==> config.mk <==
export PLATFORM = sky130hd
export DESIGN_NAME = stage8_window_reader_flat
export DESIGN_NICKNAME = d
export VERILOG_FILES = /design/src/rtl/stage8_window_reader_if.sv /design/src/rtl/stage8_window_reader.sv /design/src/flat_wrapper.sv
export SDC_FILE = /design/constraint.sdc
export NUM_CORES = 1
export LEC_CHECK = 0
export CORE_AREA = 2 2 598 600
export CTS_CLUSTER_SIZE = 28
export DETAILED_ROUTE_END_ITERATION = 8
export DIE_AREA = 0 0 600 602
export PLACE_DENSITY_LB_ADDON = 0.05
export SLEW_MARGIN = 20
export SYNTH_ARGS = -nofsm -noshare
export SYNTH_HDL_FRONTEND = slang
export SYNTH_SLANG_ARGS = --single-unit
==> constraint.sdc <==
create_clock -name clk -period 3.9 [get_ports clk]
set_input_delay 0.78 -clock clk [delete_from_list [all_inputs] [get_ports clk]]
set_output_delay 0.78 -clock clk [all_outputs]
set_load 0.05 [all_outputs]
==> src/rtl/stage8_window_reader_if.sv <==
// Stream/window bundle between the stage-8 delay chain, the window reader and
// the layer-6 PE array. The reader takes the slave side: it consumes the tap
// stream and produces the window, row/col anchor and frame-done strobe.
interface stage8_window_reader_if #(
   parameter int DATA_W = 128,
   parameter int IMG_W  = 8,
   parameter int IMG_H  = 8
);
   logic                       frame_start;
   logic                       in_valid;
   logic [DATA_W-1:0]          tap_top;
   logic [DATA_W-1:0]          tap_mid;
   logic [DATA_W-1:0]          tap_bot;
   logic                       out_valid;
   logic [9*DATA_W-1:0]        win_data;
   logic [$clog2(IMG_H)-1:0]   out_row;
   logic [$clog2(IMG_W)-1:0]   out_col;
   logic                       frame_done;

   modport master (
      output frame_start, in_valid, tap_top, tap_mid, tap_bot,
      input  out_valid, win_data, out_row, out_col, frame_done
   );

   modport slave (
      input  frame_start, in_valid, tap_top, tap_mid, tap_bot,
      output out_valid, win_data, out_row, out_col, frame_done
   );
endinterface

==> src/rtl/stage8_window_reader.sv <==
// Stage-8 window reader: shifts the three delay-chain taps into a 3x3 window,
// tracks frame position and emits each in-bounds window one cycle after the
// pixel that completes it.
//
// state | meaning
// ------+-----------------------------------------------------------
// IDLE  | waiting for frame_start, pixels ignored
// FILL  | accepting pixels, next position has row<2 or col<2
// RUN   | accepting pixels, next position has row>=2 and col>=2
// DONE  | last pixel of frame accepted, pixels ignored until frame_start
module stage8_window_reader #(
   parameter int DATA_W = 128,
   parameter int IMG_W  = 8,
   parameter int IMG_H  = 8
) (
   input logic                    clk,
   input logic                    rst,
   stage8_window_reader_if.slave  bus
);
   localparam int COL_W = $clog2(IMG_W);
   localparam int ROW_W = $clog2(IMG_H);
   localparam logic [COL_W-1:0] COL_LAST = COL_W'(IMG_W - 1);
   localparam logic [ROW_W-1:0] ROW_LAST = ROW_W'(IMG_H - 1);
   localparam logic [COL_W-1:0] COL_ONE  = COL_W'(1);
   localparam logic [COL_W-1:0] COL_TWO  = COL_W'(2);
   localparam logic [ROW_W-1:0] ROW_TWO  = ROW_W'(2);

   typedef enum logic [1:0] {IDLE, FILL, RUN, DONE} state_t;

   state_t            state_q, state_d;
   logic [COL_W-1:0]  col_q, col_d;
   logic [ROW_W-1:0]  row_q, row_d;
   logic              accept;
   logic              emit;
   logic              last;
   logic [DATA_W-1:0] win_q [9];
   logic              out_valid_q;
   logic              frame_done_q;
   logic [ROW_W-1:0]  out_row_q;
   logic [COL_W-1:0]  out_col_q;

   // Next state, position and accept/emit decode; frame_start overrides all.
   always_comb begin
      state_d = state_q;
      col_d   = col_q;
      row_d   = row_q;
      accept  = 1'b0;
      emit    = 1'b0;
      last    = 1'b0;
      if (bus.frame_start) begin
         state_d = FILL;
         col_d   = '0;
         row_d   = '0;
         if (bus.in_valid) begin
            // The coincident pixel is taken as (0,0); width >= 3 so no wrap.
            accept = 1'b1;
            col_d  = COL_ONE;
         end
      end else if ((state_q == FILL || state_q == RUN) && bus.in_valid) begin
         accept = 1'b1;
         emit   = (row_q >= ROW_TWO) && (col_q >= COL_TWO);
         if (col_q == COL_LAST) begin
            if (row_q == ROW_LAST) begin
               last    = 1'b1;
               state_d = DONE;
            end else begin
               col_d   = '0;
               row_d   = row_q + ROW_W'(1);
               state_d = FILL;
            end
         end else begin
            col_d   = col_q + COL_ONE;
            state_d = ((row_q >= ROW_TWO) && (col_q >= COL_ONE)) ? RUN : FILL;
         end
      end
   end

   // State and position registers.
   always_ff @(posedge clk or negedge rst) begin
      if (!rst) begin
         state_q <= IDLE;
         col_q   <= '0;
         row_q   <= '0;
      end else begin
         state_q <= state_d;
         col_q   <= col_d;
         row_q   <= row_d;
      end
   end

   // Window shift on every accept, new column enters on the right.
   always_ff @(posedge clk or negedge rst) begin
      if (!rst) begin
         for (int k = 0; k < 9; k++) win_q[k] <= '0;
      end else if (accept) begin
         for (int r = 0; r < 3; r++) begin
            win_q[r*3]   <= win_q[r*3+1];
            win_q[r*3+1] <= win_q[r*3+2];
         end
         win_q[2] <= bus.tap_top;
         win_q[5] <= bus.tap_mid;
         win_q[8] <= bus.tap_bot;
      end
   end

   // Output strobes and anchor position, one cycle behind the accept.
   always_ff @(posedge clk or negedge rst) begin
      if (!rst) begin
         out_valid_q  <= 1'b0;
         frame_done_q <= 1'b0;
         out_row_q    <= '0;
         out_col_q    <= '0;
      end else begin
         out_valid_q  <= emit;
         frame_done_q <= last;
         if (emit) begin
            out_row_q <= row_q;
            out_col_q <= col_q;
         end
      end
   end

   genvar gk;
   generate
      for (gk = 0; gk < 9; gk++) begin : g_pack
         assign bus.win_data[gk*DATA_W +: DATA_W] = win_q[gk];
      end
   endgenerate

   assign bus.out_valid  = out_valid_q;
   assign bus.frame_done = frame_done_q;
   assign bus.out_row    = out_row_q;
   assign bus.out_col    = out_col_q;
endmodule

==> src/flat_wrapper.sv <==
// flat-port wrapper written by rule: the top's interface ports become plain ports
module stage8_window_reader_flat 
#(
   parameter int DATA_W = 128,
   parameter int IMG_W  = 8,
   parameter int IMG_H  = 8
)
  (clk, rst, bus_frame_start, bus_in_valid, bus_tap_top, bus_tap_mid, bus_tap_bot, bus_out_valid, bus_win_data, bus_out_row, bus_out_col, bus_frame_done);
  stage8_window_reader_if #(.DATA_W(DATA_W), .IMG_W(IMG_W), .IMG_H(IMG_H)) bus_i ();
  input logic clk;
  input logic rst;
  input wire logic [$bits(bus_i.frame_start)-1:0] bus_frame_start;
  input wire logic [$bits(bus_i.in_valid)-1:0] bus_in_valid;
  input wire logic [$bits(bus_i.tap_top)-1:0] bus_tap_top;
  input wire logic [$bits(bus_i.tap_mid)-1:0] bus_tap_mid;
  input wire logic [$bits(bus_i.tap_bot)-1:0] bus_tap_bot;
  output wire logic [$bits(bus_i.out_valid)-1:0] bus_out_valid;
  output wire logic [$bits(bus_i.win_data)-1:0] bus_win_data;
  output wire logic [$bits(bus_i.out_row)-1:0] bus_out_row;
  output wire logic [$bits(bus_i.out_col)-1:0] bus_out_col;
  output wire logic [$bits(bus_i.frame_done)-1:0] bus_frame_done;
  assign bus_i.frame_start = bus_frame_start;
  assign bus_i.in_valid = bus_in_valid;
  assign bus_i.tap_top = bus_tap_top;
  assign bus_i.tap_mid = bus_tap_mid;
  assign bus_i.tap_bot = bus_tap_bot;
  assign bus_out_valid = bus_i.out_valid;
  assign bus_win_data = bus_i.win_data;
  assign bus_out_row = bus_i.out_row;
  assign bus_out_col = bus_i.out_col;
  assign bus_frame_done = bus_i.frame_done;
  stage8_window_reader #(.DATA_W(DATA_W), .IMG_W(IMG_W), .IMG_H(IMG_H)) u_core (.clk(clk), .rst(rst), .bus(bus_i));
endmodule
# --- After elaboration in Yosys (flattened, before gate mapping) ---
# Index checks and enable logic that the tools add are counted.
op_classes:
  reduce_logical: 8
  shifts: 0
  muxes: 23
  eq_ne: 6
  div: 0
  bitwise: 0
  magnitude_cmp: 3
  n_addsub: 2
  multipliers: 0
ops:
  columns: ["cell", "n"]
  rows:
  - ["two-way mux 3 bit", 8]
  - ["two-way mux 1 bit", 10]
  - ["two-way mux 2 bit", 5]
  - ["adder 3 x 1 -> 3 bit, second input constant", 2]
  - ["equality test 3 bit, second input constant", 2]
  - [">= comparator 3 x 2 -> 1 bit, second input constant", 2]
  - ["nonzero test 2 bit", 2]
  - [">= comparator 3 x 1 -> 1 bit, second input constant", 1]
  - ["logical AND 1 bit", 3]
  - ["!= test 3 bit, second input constant", 1]
  - ["AND reduction 3 bit", 1]
  - ["equality test 2 x 1 -> 1 bit, second input constant", 1]
  - ["equality test 2 bit, second input constant", 1]
  - ["!= test 2 bit, second input constant", 1]
  - ["AND reduction 2 bit", 1]
  - ["logical OR 1 bit", 1]
word_totals:
  register_bits: 1168
  latch_bits: 0
  input_bits: 388
  mem_bits_ro: 0
  out_inout_bits: 1160
  ramBits: 0
  mem_count: 0
  wordCells: 58

# --- Depth between registers and ports, before layout ---
depth:
  word_depth: 6
  depth_mapped: 7
  mapped_depth_nobuf: 5

# --- Worst setup path before layout ---
# No wires, ideal clock.
synth_timing:
  path_type: "input port to flip-flop"
  start: "input bus_in_valid"
  end: "register u_core.out_col_q[0], in the netlist u_core.bus.out_col[0]"
  path_slack_ns: 1.789
  setup_ns: 0.125
  required_time_ns: 3.775
  arrival_ns: 1.987
  cell_stages: 4
  n_path_buf: 1
  cell_sequence: "clkbuf_1 > nand2b_1 > nor4_4 > mux2_2"
synth_between:
  elab_chain_cells: 3
synth_rtl:
  columns: ["element", "line", "text"]
  rows:
  - ["from (decl)", "flat_wrapper.sv:13", "input wire logic [$bits(bus_i.in_valid)-1:0] bus_in_valid;"]
  - ["logical AND 1 bit", "stage8_window_reader.sv:59", "end else if ((state_q == FILL || state_q == RUN) && bus.in_valid) begin"]
  - ["two-way mux 1 bit", "stage8_window_reader.sv:59", null]
  - ["two-way mux 1 bit", "stage8_window_reader.sv:50", "if (bus.frame_start) begin"]
  - ["via u_core.emit", "stage8_window_reader.sv:34", "logic emit;"]
  - ["to (signal assigned)", "stage8_window_reader.sv:118", "out_col_q <= col_q;"]
  - ["to (decl)", "stage8_window_reader.sv:40", "logic [COL_W-1:0] out_col_q;"]
# The timed path passes the listed nets, and every way through them passes these cells.
# A chain may end at the register's enable or synchronous reset.

# --- Worst setup path in the final report ---
layout_timing:
  start: "register u_core.win_q (netlist bit u_core.bus.win_data[656])"
  end: "output bus_win_data[656]"
layout_rtl:
  columns: ["element", "line", "text"]
  rows:
  - ["from (decl)", "stage8_window_reader.sv:36", "logic [DATA_W-1:0] win_q [9];"]
  - ["from (signal, indexed assignment)", "stage8_window_reader.sv:97", "win_q[r*3] <= win_q[r*3+1];"]
  - ["from (signal, indexed assignment)", "stage8_window_reader.sv:98", "win_q[r*3+1] <= win_q[r*3+2];"]
  - ["to (decl)", "flat_wrapper.sv:18", "output wire logic [$bits(bus_i.win_data)-1:0] bus_win_data;"]
# No word-level cell between the ends.

==> results.md <==
* Outcome: finished clean
* Peak per-stage delay on the critical path at 1.05 ns
* Clock network power share at about 33%
* Register area share after synthesis at 65.6%
* Chip Height at around 600 um
* Setup WS pre-CTS at ~0.83 ns
* Slew @ Worst Pin at about 1.1 ns
* LEAKAGE at roughly 29 nW
* # rows at around 220
* Post-DP HPWL at 189000 um
* Maximum fanout along the worst path at 3
* DR vias/cell at 3.12
* Layout cells sized above 1 at between 30% and 40%
* H-tree depth at 4
* Worst hold path class: in2async
* Yosys warnings at 0
* Top-count cell post-synth: dfrtp_1
* Final core occ at 20.1%
* Fmax at between 300 and 400 MHz
* Final antenna-violating net count at 0
* Power Dens Cells at 655 nW/um^2
* Period utilization at slightly above 80%
* Total core area at approximately 350000 um^2
* Total GRT Usage at between 10% and 20%
* Die area at about 360000 um^2
* Sequential power share at between 30% and 40%
* Later-pin clock latency in the skew report at 0.85 ns
* Synthesized netlist cell count at roughly 2500
* Peak supply drop at 0.000301 V
* Drc violations at 0
* Int Pwr at around 28 mW
* Setup ws final at between 0.7 and 0.8 ns
* CP Cell Sequence: clkdlybuf4s50_1
* Vias at between 20000 and 30000
* Initial antenna violation count at between 80 and 90
* Unique masters post-synth at 31
* Worst endpoint data arrival time at around 2.4 ns
* Largest net degree at the start of global routing at approximately 110
* Die width at roughly 600 um
* Required time of the critical path at 3.12 ns
* Root buffer cell: clkbuf_16
* First-pass GRT wire length at around 310000 um
* Initial Utilization at between 10% and 20%
* Sw power at 18.3 mW
* CP Capture Type: primary output
* Area grow syn2layout at 60.4%
* First DRT Iteration DRCs at 893
* WL/cell at between 20 and 30 um
* Prevailing post-synth register cell: dfrtp_1
* Nets at about 4600
* Number of CTS-inserted buffers at between 150 and 200
* Vias in the first global route at about 31000
* RSZ-0062 raised after global routing: false
* Area share of the largest cell type after synthesis at between 60% and 70%
* DRT Pass-1 Iters at 6
* CP Class: reg2out
* GRT overflow at 0
* Number of fill cells at ~38000
* R2R setup slack at about 1.5 ns
* Combinational group share of total power at between 30% and 40%
* I/O pins at approximately 1500
* Port Buffers at 1547
* Avg Inst Size Synth at between 15 and 20 um^2
* Final RePlAce weighted congestion at 0.754
* TNS Setup at 0 ns
* # clock sinks at ~1200
* Buffer and inverter count on the worst path at 1
* Maxcap violations at 0
* CTS tree: done
* Cell Area, Synth at approximately 45000 um^2
* Drt total wl at 240000 um
* EDFF count, synth at 0
* Syn_nets at a little under 3000
* Synth cell count leaders: dfrtp_1, mux2_2, mux2_4, buf_2, buf_6
* Dominant cell type by area after synthesis: dfrtp_1
* Slew margin rel. at roughly 29%
* Crit-path slowest cell: clkdlybuf4s50_1
* Final Hold Viols at 0
* Total power draw at 46.8 mW
* Clock buffer depth at 4
* Seq cells post-synth at approximately 1200
* Post-CTS Repair Setup Buffers at 0
* Worst setup SP type: register
* Top cells by area, synth: dfrtp_1, mux2_2, mux2_4, buf_2, buf_6
* Minimum clock period at roughly 3.2 ns
* Async set-reset flop share out of synthesis at 100%
* CP top delay family: buffers and inverters
* Clock skew at roughly 0.042 ns
* Setup violators final at 0
* Clock transition at path regs at 0.05 ns
* Switching part of the total at between 30% and 40%
* Final Slew Violations at 0
[stage by stage]
stage                     cells  hold slack (ns)  area (um^2)
after floorplan            2505            0.484        44500
after global placement     8733            0.487        66000
after detailed placement   8733            0.490        66000
after CTS                  9035            0.418        71400
after global routing       9037            0.459        71400
final                      9061            0.458        71400
[cells in the final DEF, fill, tap and decap left out, drive strengths merged, types with 3 or more instances in the layout]
cell type,Yosys,final
nand2b,3,3
buf,120,62
mux2,1159,1159
nand2,4,4
diode,0,26
clkbuf,10,284
ha,7,7
o31ai,3,3
clkinv,0,10
dfrtp,1168,1168
nor3,3,3
inv,6,10
nor2,4,4
clkdlybuf4s50,0,1545
[cell type report]
class                           count  area (um^2)  share of cell area (%)
Clock inverter                     17          189                   0.265
Inverter                            6         22.5                  0.0315
Antenna cell                       26         65.1                  0.0911
Multi-Input combinational cell   1201        14500                    20.2
Sequential cell                  1168        29200                    40.9
Tap cell                         4751         5940                    8.32
Clock buffer                      284         5160                    7.22
Timing Repair Buffer             1608        16400                    22.9
[path summary, 6_finish.rpt]
check | startpoint | to | cells past startpoint
worst min register to register | u_core.bus.win_data[920]$_DFFE_PN0P_ | u_core.bus.win_data[792]$_DFFE_PN0P_ | 1
max in group asynchronous | rst | u_core.bus.win_data[86]$_DFFE_PN0P_ | 3
min in group clk | u_core.bus.win_data[920]$_DFFE_PN0P_ | u_core.bus.win_data[792]$_DFFE_PN0P_ | 1
worst max register to register | u_core.state_q[0]$_DFFE_PN0P_ | u_core.bus.win_data[446]$_DFFE_PN0P_ | 5
worst max-delay path | u_core.bus.win_data[656]$_DFFE_PN0P_ | bus_win_data[656] | 1
worst min-delay path | rst | u_core.bus.win_data[1088]$_DFFE_PN0P_ | 2
[routing by layer]
metal | part of all wire (%) | vias up | track usage (%) | routed length, um
met5 | 0.075 | - | 0 | 181
met4 | 2.6 | 28 | 3.02 | 6160
met3 | 9.3 | 362 | 5.48 | 22400
met2 | 54 | 974 | 24.5 | 130000
met1 | 34 | 14600 | 12.8 | 81200
li1 | - | 12300 | - | -
[kinds of logic after synthesis]
group,synth area share (%)
mux,31.7
buf+inv,1.93
fa+ha+maj,0.197
flops,65.6
compound gates,0.228
simple gates,0.253
xor+xnor,0.0562
[power groups by stage]
stage	logic [mW]	clock network [mW]	registers, mW
detailed placement	16.2	0	15.9
floorplan	2.39	0	22.2
finish	15.8	15.4	15.6
CTS	16.2	16.3	15.7
global route	16.4	16.7	15.9
global placement	16.2	0	15.9
[flip-flops by register name, summed over array words and instances, names as in the netlist]
name and count:
u_core.bus.win_data 1152, u_core.bus.out_col 3, u_core.bus.out_row 3, u_core.col_q 3
u_core.row_q 3, u_core.state_q 2, u_core.bus.frame_done 1, u_core.bus.out_valid 1
[repair_timing]
action | in CTS | in global routing
hold endpoints to repair | 22 | 0
resized for setup | 0 | 0
hold buffers | 1 | 0
No activity file was read; power rests on OpenSTA's default activity.
